$ cat config.mk
export PLATFORM = sky130hd
export DESIGN_NAME = uart_rx
export DESIGN_NICKNAME = d
export VERILOG_FILES = /design/src/rtl/uart_rx.sv
export SDC_FILE = /design/constraint.sdc
export NUM_CORES = 1
export LEC_CHECK = 0
export CELL_PAD_IN_SITES_DETAIL_PLACEMENT = 0
export CELL_PAD_IN_SITES_GLOBAL_PLACEMENT = 1
export CORE_UTILIZATION = 25
export CTS_CLUSTER_DIAMETER = 40
export CTS_CLUSTER_SIZE = 16
export DETAILED_ROUTE_END_ITERATION = 12
export MAX_ROUTING_LAYER = met4
export PLACE_DENSITY = 0.51
export SLEW_MARGIN = 20
export SYNTH_ARGS = -nofsm -noshare
export SYNTH_HDL_FRONTEND = slang
export SYNTH_SLANG_ARGS = --single-unit
$ cat constraint.sdc
create_clock -name clk -period 2 [get_ports clk]
set_input_delay 0.3 -clock clk [delete_from_list [all_inputs] [get_ports clk]]
set_output_delay 0.3 -clock clk [all_outputs]
set_load 0.005 [all_outputs]
$ cat src/rtl/uart_rx.sv
// UART receiver: 2-flop input synchroniser, oversampled start-bit
// qualification, LSB-first data capture, optional even/odd parity check
// and a single stop bit. Result word, valid pulse and sticky error flags
// are all registered.
module uart_rx #(
  parameter int DATAWIDTH    = 8,
  parameter int OVERSAMPLING = 4
) (
  input  logic                 clk,
  input  logic                 rst,
  input  logic                 bclk,
  input  logic                 parEnable,
  input  logic                 parityType,
  input  logic                 rx_in,
  output logic [DATAWIDTH-1:0] dataOutput,
  output logic                 dataValid,
  output logic                 parityError,
  output logic                 frameError,
  output logic                 rx_busy
);

  localparam int CNT_W = $clog2(OVERSAMPLING);
  localparam int BIT_W = (DATAWIDTH > 1) ? $clog2(DATAWIDTH) : 1;

  // Mid-bit tick for start qualification, full-bit tick for everything else.
  localparam logic [CNT_W-1:0] CNT_MID  = CNT_W'(OVERSAMPLING / 2 - 1);
  localparam logic [CNT_W-1:0] CNT_END  = CNT_W'(OVERSAMPLING - 1);
  localparam logic [CNT_W-1:0] CNT_ONE  = CNT_W'(1);
  localparam logic [BIT_W-1:0] BIT_LAST = BIT_W'(DATAWIDTH - 1);
  localparam logic [BIT_W-1:0] BIT_ONE  = BIT_W'(1);

  typedef enum logic [2:0] {
    S_IDLE   = 3'd0,
    S_START  = 3'd1,
    S_DATA   = 3'd2,
    S_PARITY = 3'd3,
    S_STOP   = 3'd4
  } state_t;

  // Reduction parity of a data word (1 = odd number of ones).
  function automatic logic parity_of(input logic [DATAWIDTH-1:0] word);
    return ^word;
  endfunction

  logic                 sync1_r;
  logic                 rx_sync_r;
  logic                 rx_prev_r;
  state_t               state_r;
  logic [CNT_W-1:0]     cnt_r;
  logic [BIT_W-1:0]     bit_cnt_r;
  logic [DATAWIDTH-1:0] shreg_r;
  logic                 par_en_r;
  logic                 par_type_r;
  logic                 par_err_r;

  logic fall_s;
  logic mid_tick_s;
  logic end_tick_s;
  logic par_bad_s;

  // Falling edge is judged every clk so a break (line stuck low) cannot retrigger.
  assign fall_s     = ~rx_sync_r & rx_prev_r;
  assign mid_tick_s = bclk & (cnt_r == CNT_MID);
  assign end_tick_s = bclk & (cnt_r == CNT_END);
  assign par_bad_s  = (parity_of(shreg_r) ^ rx_sync_r) != par_type_r;

  // Two-flop synchroniser plus previous-sample flop for edge detection; idle-high reset.
  always_ff @(posedge clk or negedge rst) begin
    if (!rst) begin
      sync1_r   <= 1'b1;
      rx_sync_r <= 1'b1;
      rx_prev_r <= 1'b1;
    end else begin
      sync1_r   <= rx_in;
      rx_sync_r <= sync1_r;
      rx_prev_r <= rx_sync_r;
    end
  end

  // Receive FSM with tick/bit counters, shift register and all registered outputs.
  always_ff @(posedge clk or negedge rst) begin
    if (!rst) begin
      state_r     <= S_IDLE;
      cnt_r       <= '0;
      bit_cnt_r   <= '0;
      shreg_r     <= '0;
      par_en_r    <= 1'b0;
      par_type_r  <= 1'b0;
      par_err_r   <= 1'b0;
      dataOutput  <= '0;
      dataValid   <= 1'b0;
      parityError <= 1'b0;
      frameError  <= 1'b0;
      rx_busy     <= 1'b0;
    end else begin
      dataValid <= 1'b0;
      case (state_r)
        S_IDLE: begin
          if (fall_s) begin
            state_r     <= S_START;
            rx_busy     <= 1'b1;
            // A coincident tick is not a sampling tick, so it counts in START.
            cnt_r       <= bclk ? CNT_ONE : '0;
            par_en_r    <= parEnable;
            par_type_r  <= parityType;
            par_err_r   <= 1'b0;
            parityError <= 1'b0;
            frameError  <= 1'b0;
          end else begin
            cnt_r <= '0;
          end
        end
        S_START: begin
          if (mid_tick_s) begin
            cnt_r     <= '0;
            bit_cnt_r <= '0;
            if (!rx_sync_r) begin
              state_r <= S_DATA;
            end else begin
              // Line recovered before mid-bit: treat as a glitch.
              state_r <= S_IDLE;
              rx_busy <= 1'b0;
            end
          end else if (bclk) begin
            cnt_r <= cnt_r + CNT_ONE;
          end
        end
        S_DATA: begin
          if (end_tick_s) begin
            cnt_r   <= '0;
            shreg_r <= {rx_sync_r, shreg_r[DATAWIDTH-1:1]};
            if (bit_cnt_r == BIT_LAST) begin
              bit_cnt_r <= '0;
              state_r   <= par_en_r ? S_PARITY : S_STOP;
            end else begin
              bit_cnt_r <= bit_cnt_r + BIT_ONE;
            end
          end else if (bclk) begin
            cnt_r <= cnt_r + CNT_ONE;
          end
        end
        S_PARITY: begin
          if (end_tick_s) begin
            cnt_r     <= '0;
            par_err_r <= par_bad_s;
            state_r   <= S_STOP;
          end else if (bclk) begin
            cnt_r <= cnt_r + CNT_ONE;
          end
        end
        S_STOP: begin
          if (end_tick_s) begin
            cnt_r       <= '0;
            dataOutput  <= shreg_r;
            frameError  <= ~rx_sync_r;
            parityError <= par_err_r;
            dataValid   <= rx_sync_r & ~par_err_r;
            state_r     <= S_IDLE;
            rx_busy     <= 1'b0;
          end else if (bclk) begin
            cnt_r <= cnt_r + CNT_ONE;
          end
        end
        default: begin
          state_r <= S_IDLE;
          cnt_r   <= '0;
          rx_busy <= 1'b0;
        end
      endcase
    end
  end

endmodule

==> impl_metrics.csv, run 1 <==
group,metric,value,unit
status,status,"finished, final reports clean",
placed_design,globalplace.congestion,0.799,
routing,first_pass_iters,4,
synth,ys.flop_type,"dfrtp_1",
synth,synth_edf_count,0,
placed_design,port-buffer-count,17,
worst_setup_path,cp-end-kind,"flop",
floorplanning,die_h,83.0,um
sta,finalWorstSetupSlack,0.168,ns
routing,via_count,1072,
routing,routedWlPerCell,13.9,um
routing,vias_per_cell,4.62,
sta,timing.final.hold_violations,0,
clock_network,cts_tree,"yes",
routing,postRouteAntennaNets,0,
synth,synthCells,133,
worst_setup_path,arrival,2.00,ns
cells_and_area,drive_gt1_share,27.7,%
sta,layout_min_cycle_time,1.83,ns
global_route,gr-usage-all-layers,10.6,%
pwr,p_leak,0.922,nW
floorplanning,die_area,0.00689,mm^2
global_route,grt_overflow,0,
floorplanning,fp.dieW,83.0,um
synth,postSynthAreaPerCell,12.3,um^2
clock_network,cts_setup_buffers,0,
worst_setup_path,path_delay_family,"simple AND/OR/NAND/NOR gates",
synth,synthArstFlopShare,100,%
clock_network,clock_sinks,34,
worst_setup_path,cpPeakStageDelay,0.52,ns
floorplanning,io_pins,18,
global_route,antenna_found_initial,0,
synth,yosysSeqAreaShare,52.1,%
sta,worst_slew_pin_slew,0.441,ns
worst_setup_path,worst_ep_required_time,2.17,ns
pwr,vdd_drop_max,0.000396,V
worst_setup_path,path_max_fanout,14,
cells_and_area,diodes,0,
clock_network,path_clk_slew,0.07,ns
sta,max_freq,0.546,GHz
hold_path,hold_class,"reg2reg",
clock_network,clock_latency,0.29,ns
sta,slew_viol_final,0,
clock_network,cts_resized,0,
sta,tns,0,ns
cells_and_area,syn2layout_area_growth,24.1,%
floorplanning,start_util,25.9,%
clock_network,root_buffer,"clkbuf_8",
global_route,grt_pass1_vias,1132,
cells_and_area,final_common_cell,"dfrtp_1",
worst_setup_path,crit_path_start_kind,"flop",
sta,setup_viol,0,
job,drv_cap,0,
worst_setup_path,crit_buf_inv,0,
floorplanning,num_rows,29,
clock_network,clockBufferDepth,2,
global_route,grt_pass1_wl,5520,um
placed_design,place_worst_setup_slack,0.0872,ns
clock_network,ctsHoldBuffers,0,
cells_and_area,nNetsFinal,164,
sta,holdWs,0.360,ns
cells_and_area,utilization,32.1,%
synth,synthDistinctLibCells,38,
pwr,power,2.34,mW
floorplanning,core-area,0.00635,mm^2
synth,synth_nets,143,
worst_setup_path,crit_chain,"nor2b_1 > and3_1 > mux2_2",
synth,yosys_register_bits,34,
placed_design,dp_hpwl,2220,um
worst_setup_path,crit_type,"reg2reg",
clock_network,ctsHtreeMaxLevel,2,
routing,drc,0,
global_route,grt_max_degree,35,
sta,fin_skew,0.00668,ns
sta,finalCritPeriodShare,91.6,%
synth,synth_area,0.00164,mm^2
sta,rsz0062_at_grt,"no",
synth,yosysWarnings,0,
routing,wl,3220,um
cells_and_area,layout_common_cells,"dfrtp_1, mux2_2, clkdlybuf4s50_1",
sta,slew-limit-headroom,70.6,%
worst_setup_path,crit_slowest_cell,"dfrtp_1",
pwr,cellPowerDensity,1150,mW/mm^2
routing,drt_iter0_markers,47,
clock_network,numCtsBuffers,5,
==> layout make-up <==
| class | instances | area [um^2] |
|---|---|---|
| multi-input cells | 89 | 728 |
| flip-flops and latches | 34 | 855 |
| inverters | 2 | 7.51 |
| repair buffers | 22 | 208 |
| clock inverters | 2 | 60.1 |
| clock buffers | 6 | 82.6 |
| well taps | 77 | 96.3 |
| fillers | 636 | 4310 |
==> state kept, by name (all words and copies together), names as in the netlist <==
register     cells
par_err_r        1
sync1_r          1
frameError       1
par_type_r       1
cnt_r            2
parityError      1
rx_prev_r        1
rx_busy          1
bit_cnt_r        3
state_r          3
dataOutput       8
shreg_r          8
par_en_r         1
dataValid        1
rx_sync_r        1
==> final timing paths <==
path,from,to,slack [ns],depth (start not counted)
min in group asynchronous,rst,cnt_r[1],0.42,2
setup / recovery,state_r[0],shreg_r[6],0.17,3
hold / removal,sync1_r,rx_sync_r,0.36,0
setup reg to reg,state_r[0],shreg_r[6],0.17,3
hold reg to reg,sync1_r,rx_sync_r,0.36,0
max in group asynchronous,rst,sync1_r,1.24,2
==> layer usage <==
| layer | routed length, um | global-route usage (%) | share of wire (%) | vias up |
|---|---|---|---|---|
| met5 | 0 | - | 0 | - |
| met4 | 44 | 4.70 | 1.4 | 0 |
| met3 | 96 | 2.78 | 3.0 | 6 |
| met2 | 1520 | 15.6 | 47 | 20 |
| met1 | 1550 | 13.6 | 48 | 532 |
| li1 | - | - | - | 514 |
==> metrics by stage <==
step	cell area (um^2)	instances
after global placement	1890	224
after CTS	2040	232
after detailed placement	1890	224
after floorplan	1640	133
after global routing	2040	232
final	2040	232
==> logic make-up after synthesis <==
kind of cell,Yosys count,synth area share (%)
AND/OR/NAND/NOR,32,11.4
buffers and inverters,10,3.58
XOR/XNOR,10,6.17
AO/OA/AOI/OAI,20,8.00
flip-flops,34,52.1
multiplexers,23,15.8
adder cells (fa/ha/maj),4,3.05
==> worst register-to-register path, stage by stage, from the launching register on <==
cell,delay (ns)
dfrtp_1,0.52
nor2b_1,0.35
and3_1,0.46
mux2_2,0.38
==> Yosys cell counts (2+ instances only) <==
library cell,number,area (um^2)
buf_2,4,20.0
dfstp_2,3,78.8
nand2_1,8,30.0
xnor2_1,8,70.1
ha_1,4,50.1
o211ai_1,3,22.5
and3_1,2,12.5
nand3_1,3,15.0
buf_6,2,22.5
inv_1,2,7.51
nor2b_1,3,18.8
a21boi_0,2,15.0
o21ai_0,6,30.0
a21oi_1,3,15.0
nor2_1,4,15.0
dfrtp_1,31,776
mux2_2,23,259
nor3b_1,2,15.0
==> report_power, final <==
group / internal, mW / switching [mW]
Sequential: 0.794 / 0.131
Clock: 0.532 / 0.257
Combinational: 0.335 / 0.290
Total: 1.66 / 0.678
(Power assumes the default switching activity.)
==> run 2, diff against run 1 <==
- CELL_PAD_IN_SITES_DETAIL_PLACEMENT: 0 -> unset
- CELL_PAD_IN_SITES_GLOBAL_PLACEMENT: 1 -> unset
- PLACE_DENSITY: 0.51 -> 0.44
==> impl_metrics.csv, run 2 (same netlist as run 1, synthesis figures left out) <==
group,metric,value,unit
status,status,"finished, final reports clean",
floorplanning,start_util,25.9,%
floorplanning,core-area,0.00635,mm^2
routing,wl,3350,um
floorplanning,num_rows,29,
pwr,p_leak,0.905,nW
global_route,grt_pass1_wl,5710,um
clock_network,ctsHoldBuffers,0,
cells_and_area,syn2layout_area_growth,21.3,%
worst_setup_path,arrival,1.95,ns
clock_network,clock_latency,0.29,ns
cells_and_area,diodes,0,
routing,first_pass_iters,4,
placed_design,port-buffer-count,17,
clock_network,clockBufferDepth,2,
cells_and_area,fillers,649,
clock_network,cts_tree,"yes",
cells_and_area,reg_top3,"dataOutput x8, shreg_r x8",
cells_and_area,drive_gt1_share,28.0,%
worst_setup_path,crit_type,"reg2reg",
floorplanning,die_h,83.0,um
routing,vias_per_cell,4.71,
sta,fin_skew,0.00567,ns
floorplanning,io_pins,18,
global_route,gr-usage-all-layers,11.2,%
global_route,antenna_found_initial,0,
floorplanning,fp.dieW,83.0,um
pwr,vdd_drop_max,0.000342,V
routing,routedWlPerCell,14.3,um
clock_network,path_clk_slew,0.07,ns
placed_design,dp_hpwl,2240,um
worst_setup_path,path_max_fanout,14,
cells_and_area,final_common_cell,"dfrtp_1",
sta,layout_min_cycle_time,1.78,ns
worst_setup_path,worst_ep_required_time,2.17,ns
routing,via_count,1103,
pwr,cellPowerDensity,1030,mW/mm^2
clock_network,cts_setup_buffers,0,
sta,max_freq,0.562,GHz
cells_and_area,layout_common_cells,"dfrtp_1, mux2_2, clkdlybuf4s50_1",
floorplanning,die_area,0.00689,mm^2
sta,slew-limit-headroom,70.5,%
sta,timing.final.hold_violations,0,
global_route,grt_overflow,0,
cells_and_area,utilization,31.4,%
worst_setup_path,cp-end-kind,"flop",
global_route,grt_pass1_vias,1114,
hold_path,hold_class,"reg2reg",
sta,rsz0062_at_grt,"no",
global_route,grt_max_degree,35,
clock_network,clock_sinks,34,
job,drv_cap,0,
sta,setup_viol,0,
routing,postRouteAntennaNets,0,
clock_network,cts_resized,0,
clock_network,root_buffer,"clkbuf_8",
sta,finalCritPeriodShare,89.0,%
placed_design,globalplace.congestion,0.835,
routing,drt_iter0_markers,76,
sta,slew_viol_final,0,
clock_network,numCtsBuffers,5,
routing,drc,0,
worst_setup_path,crit_path_start_kind,"flop",
clock_network,ctsHtreeMaxLevel,2,
sta,worst_slew_pin_slew,0.442,ns
cells_and_area,nNetsFinal,166,
sta,tns,0,ns
pwr,power,2.06,mW
run 2: report_power, final:
part           switching [mW]  internal, mW
combinational           0.309         0.337
clock                   0.251         0.241
sequential              0.126         0.795
total                   0.686          1.37
run 2: stage by stage:
step           std cells  area (um^2)  setup WS, ns  hold WS [ns]
3_3_place_gp         226         1910         0.134         0.347
2_1_floorplan        133         1640         0.389       0.00441
6_report             234         1990         0.220         0.356
4_1_cts              234         1990         0.223         0.358
3_5_place_dp         226         1910        0.0992         0.348
5_1_grt              234         1990        0.0888         0.362
run 2: per-layer routing:
metal / vias to the layer above / GRT usage, % / routed length [um]
li1: 513 / - / -
met1: 553 / 14.2 / 1560
met2: 30 / 16.1 / 1590
met3: 7 / 4.17 / 160
met4: 0 / 4.70 / 46
met5: - / - / 0
run 2: critical path: stages (launching register included):
cell and delay [ns]:
dfrtp_1 0.51, nor2b_1 0.37, nand2_1 0.10, a21oi_1 0.31, mux2_2 0.38
run 2: worst paths after layout:
path                                endpoint  slack (ns)  depth (start not counted)  startpoint
worst max-delay path            bit_cnt_r[1]        0.22                          4  state_r[0]
worst min-delay path               rx_sync_r        0.36                          0     sync1_r
worst max register to register  bit_cnt_r[1]        0.22                          4  state_r[0]
worst min register to register     rx_sync_r        0.36                          0     sync1_r
max in group asynchronous          rx_prev_r        1.23                          2         rst
min in group asynchronous           cnt_r[0]        0.43                          2         rst
run 2: final cells by class:
cell class / count / area, um^2 / area share [%]
clock inverter: 2 / 10.0 / 0.503
sequential: 34 / 855 / 42.9
timing repair buffer: 24 / 223 / 11.2
inverter: 2 / 7.51 / 0.377
multi-input combinational: 89 / 728 / 36.6
tap: 77 / 96.3 / 4.84
clock buffer: 6 / 72.6 / 3.64
==> run 3, diff against run 2 <==
- CORE_UTILIZATION: 25 -> 53
- PLACE_DENSITY: 0.44 -> 0.78
==> impl_metrics.csv, run 3 (same netlist as run 1, synthesis figures left out) <==
group,metric,value,unit
status,status,"finished, final reports clean",
global_route,grt_max_degree,35,
worst_setup_path,arrival,1.98,ns
sta,slew-limit-headroom,72.1,%
worst_setup_path,path_max_fanout,14,
cells_and_area,reg_top3,"dataOutput x8, shreg_r x8",
clock_network,cts_setup_buffers,0,
routing,via_count,1096,
sta,worst_slew_pin_slew,0.419,ns
pwr,switching_share,33.6,%
sta,max_freq,0.572,GHz
global_route,grt_pass1_vias,1041,
cells_and_area,multi_input_area,728,um^2
cells_and_area,drive_gt1_share,27.8,%
cells_and_area,nNetsFinal,167,
worst_setup_path,reg2regPathDepth,4,
floorplanning,io_pins,18,
clock_network,ctsHtreeMaxLevel,2,
worst_setup_path,regToRegSetupSlack,0.25,ns
floorplanning,start_util,57.5,%
routing,routedWlPerCell,15.1,um
global_route,grt_pass1_wl,4750,um
floorplanning,core-area,0.00285,mm^2
worst_setup_path,crit_type,"reg2reg",
worst_setup_path,worstSetupStartpoint,"state_r[1]",
floorplanning,fp.dieW,57.7,um
worst_setup_path,worstReg2RegEnd,"bit_cnt_r[2]",
pwr,p_leak,0.891,nW
hold_path,hold_class,"in2async",
pwr,clock_power_share,18.9,%
placed_design,globalplace.congestion,0.818,
placed_design,port-buffer-count,17,
clock_network,cts_resized,0,
global_route,gr-usage-all-layers,20.2,%
cells_and_area,final_common_cell,"dfrtp_1",
clock_network,ctsHoldBuffers,0,
routing,postRouteAntennaNets,0,
clock_network,root_buffer,"clkbuf_4",
floorplanning,die_area,0.00332,mm^2
sta,slew_viol_final,0,
cells_and_area,layout_common_cells,"dfrtp_1, mux2_2, clkdlybuf4s50_1",
clock_network,path_clk_slew,0.10,ns
pwr,internal-power,1.28,mW
cells_and_area,seqCellArea,855,um^2
pwr,p_comb_share,32.6,%
sta,tns,0,ns
routing,wl,2850,um
global_route,antenna_found_initial,0,
sta,setup_viol,0,
sta,timing.final.hold_violations,0,
floorplanning,die_h,57.7,um
pwr,sequentialPowerShare,48.5,%
clock_network,cts_tree,"yes",
cells_and_area,syn2layout_area_growth,16.5,%
sta,rsz0062_at_grt,"no",
sta,holdWs,0.358,ns
cells_and_area,fillers,228,
clock_network,clock_sinks,34,
routing,first_pass_iters,4,
global_route,grt_overflow,0,
worst_setup_path,crit_path_start_kind,"flop",
clock_network,clock_latency,0.34,ns
floorplanning,num_rows,19,
worst_setup_path,cp-end-kind,"flop",
routing,drc,0,
sta,finalWorstSetupSlack,0.250,ns
pwr,vdd_drop_max,0.000520,V
routing,vias_per_cell,5.80,
worst_setup_path,worst_ep_required_time,2.23,ns
cells_and_area,diodes,0,
routing,drt_iter0_markers,23,
clock_network,clockBufferDepth,2,
worst_setup_path,rr_startpoint,"state_r[1]",
pwr,cellPowerDensity,1010,mW/mm^2
clock_network,numCtsBuffers,5,
sta,fin_skew,0.00725,ns
pwr,p_sw,0.649,mW
placed_design,dp_hpwl,1980,um
sta,layout_min_cycle_time,1.75,ns
sta,finalCritPeriodShare,87.5,%
placed_design,place_worst_setup_slack,0.115,ns
job,drv_cap,0,
==> run 3: cell types whose count changed in the layout (fill, tap and decap cells not counted), sizes merged <==
cell	before	now
buf	7	8
clkbuf	6	7
clkinv	2	0
clkinvlp	0	1
==> run 3: area by class of cell <==
class | count | area share [%]
tap | 31 | 2.03
multi-input combinational | 89 | 38.1
clock inverter | 1 | 0.393
inverter | 2 | 0.393
sequential | 34 | 44.7
timing repair buffer | 25 | 12.0
clock buffer | 7 | 2.36
==> run 3: power by group through the flow <==
stage	clock network [mW]	logic [mW]	registers (mW)
after floorplan	0	0.529	0.877
after global placement	0	0.609	0.939
after detailed placement	0	0.633	0.945
after CTS	0.375	0.637	0.934
after global routing	0.405	0.701	0.955
final	0.366	0.629	0.936
==> run 3: per-layer routing <==
| metal | vias up | wire, um | global-route usage, % | part of all wire [%] |
|---|---|---|---|---|
| li1 | 519 | - | - | - |
| met1 | 550 | 1260 | 25.8 | 44 |
| met2 | 22 | 1420 | 30.4 | 50 |
| met3 | 5 | 126 | 6.70 | 4.4 |
| met4 | 0 | 35 | 7.14 | 1.2 |
| met5 | - | 0 | - | 0 |
==> run 3: metrics by stage <==
step           util [%]  std cells  power (mW)  cell area, um^2
6_report           67.0        189        1.93             1910
5_1_grt            67.0        189        2.06             1910
4_1_cts            67.0        189        1.95             1910
3_5_place_dp       65.2        181        1.58             1860
3_3_place_gp       65.2        181        1.55             1860
2_1_floorplan         -        133        1.41             1640
==> run 3: worst max-delay path by stage <==
stage	cells past startpoint	end
final	4	bit_cnt_r[2]
after global routing	5	state_r[0]
after CTS	4	bit_cnt_r[1]
after detailed placement	5	shreg_r[0]
after global placement	5	state_r[1]
after floorplan	5	dataOutput[0]
==> run 3: worst max-delay path: stages, from the launching register on <==
cell,delay (ns)
dfrtp_1,0.58
nor2b_1,0.32
nand2_1,0.09
a21oi_1,0.28
mux2_2,0.37
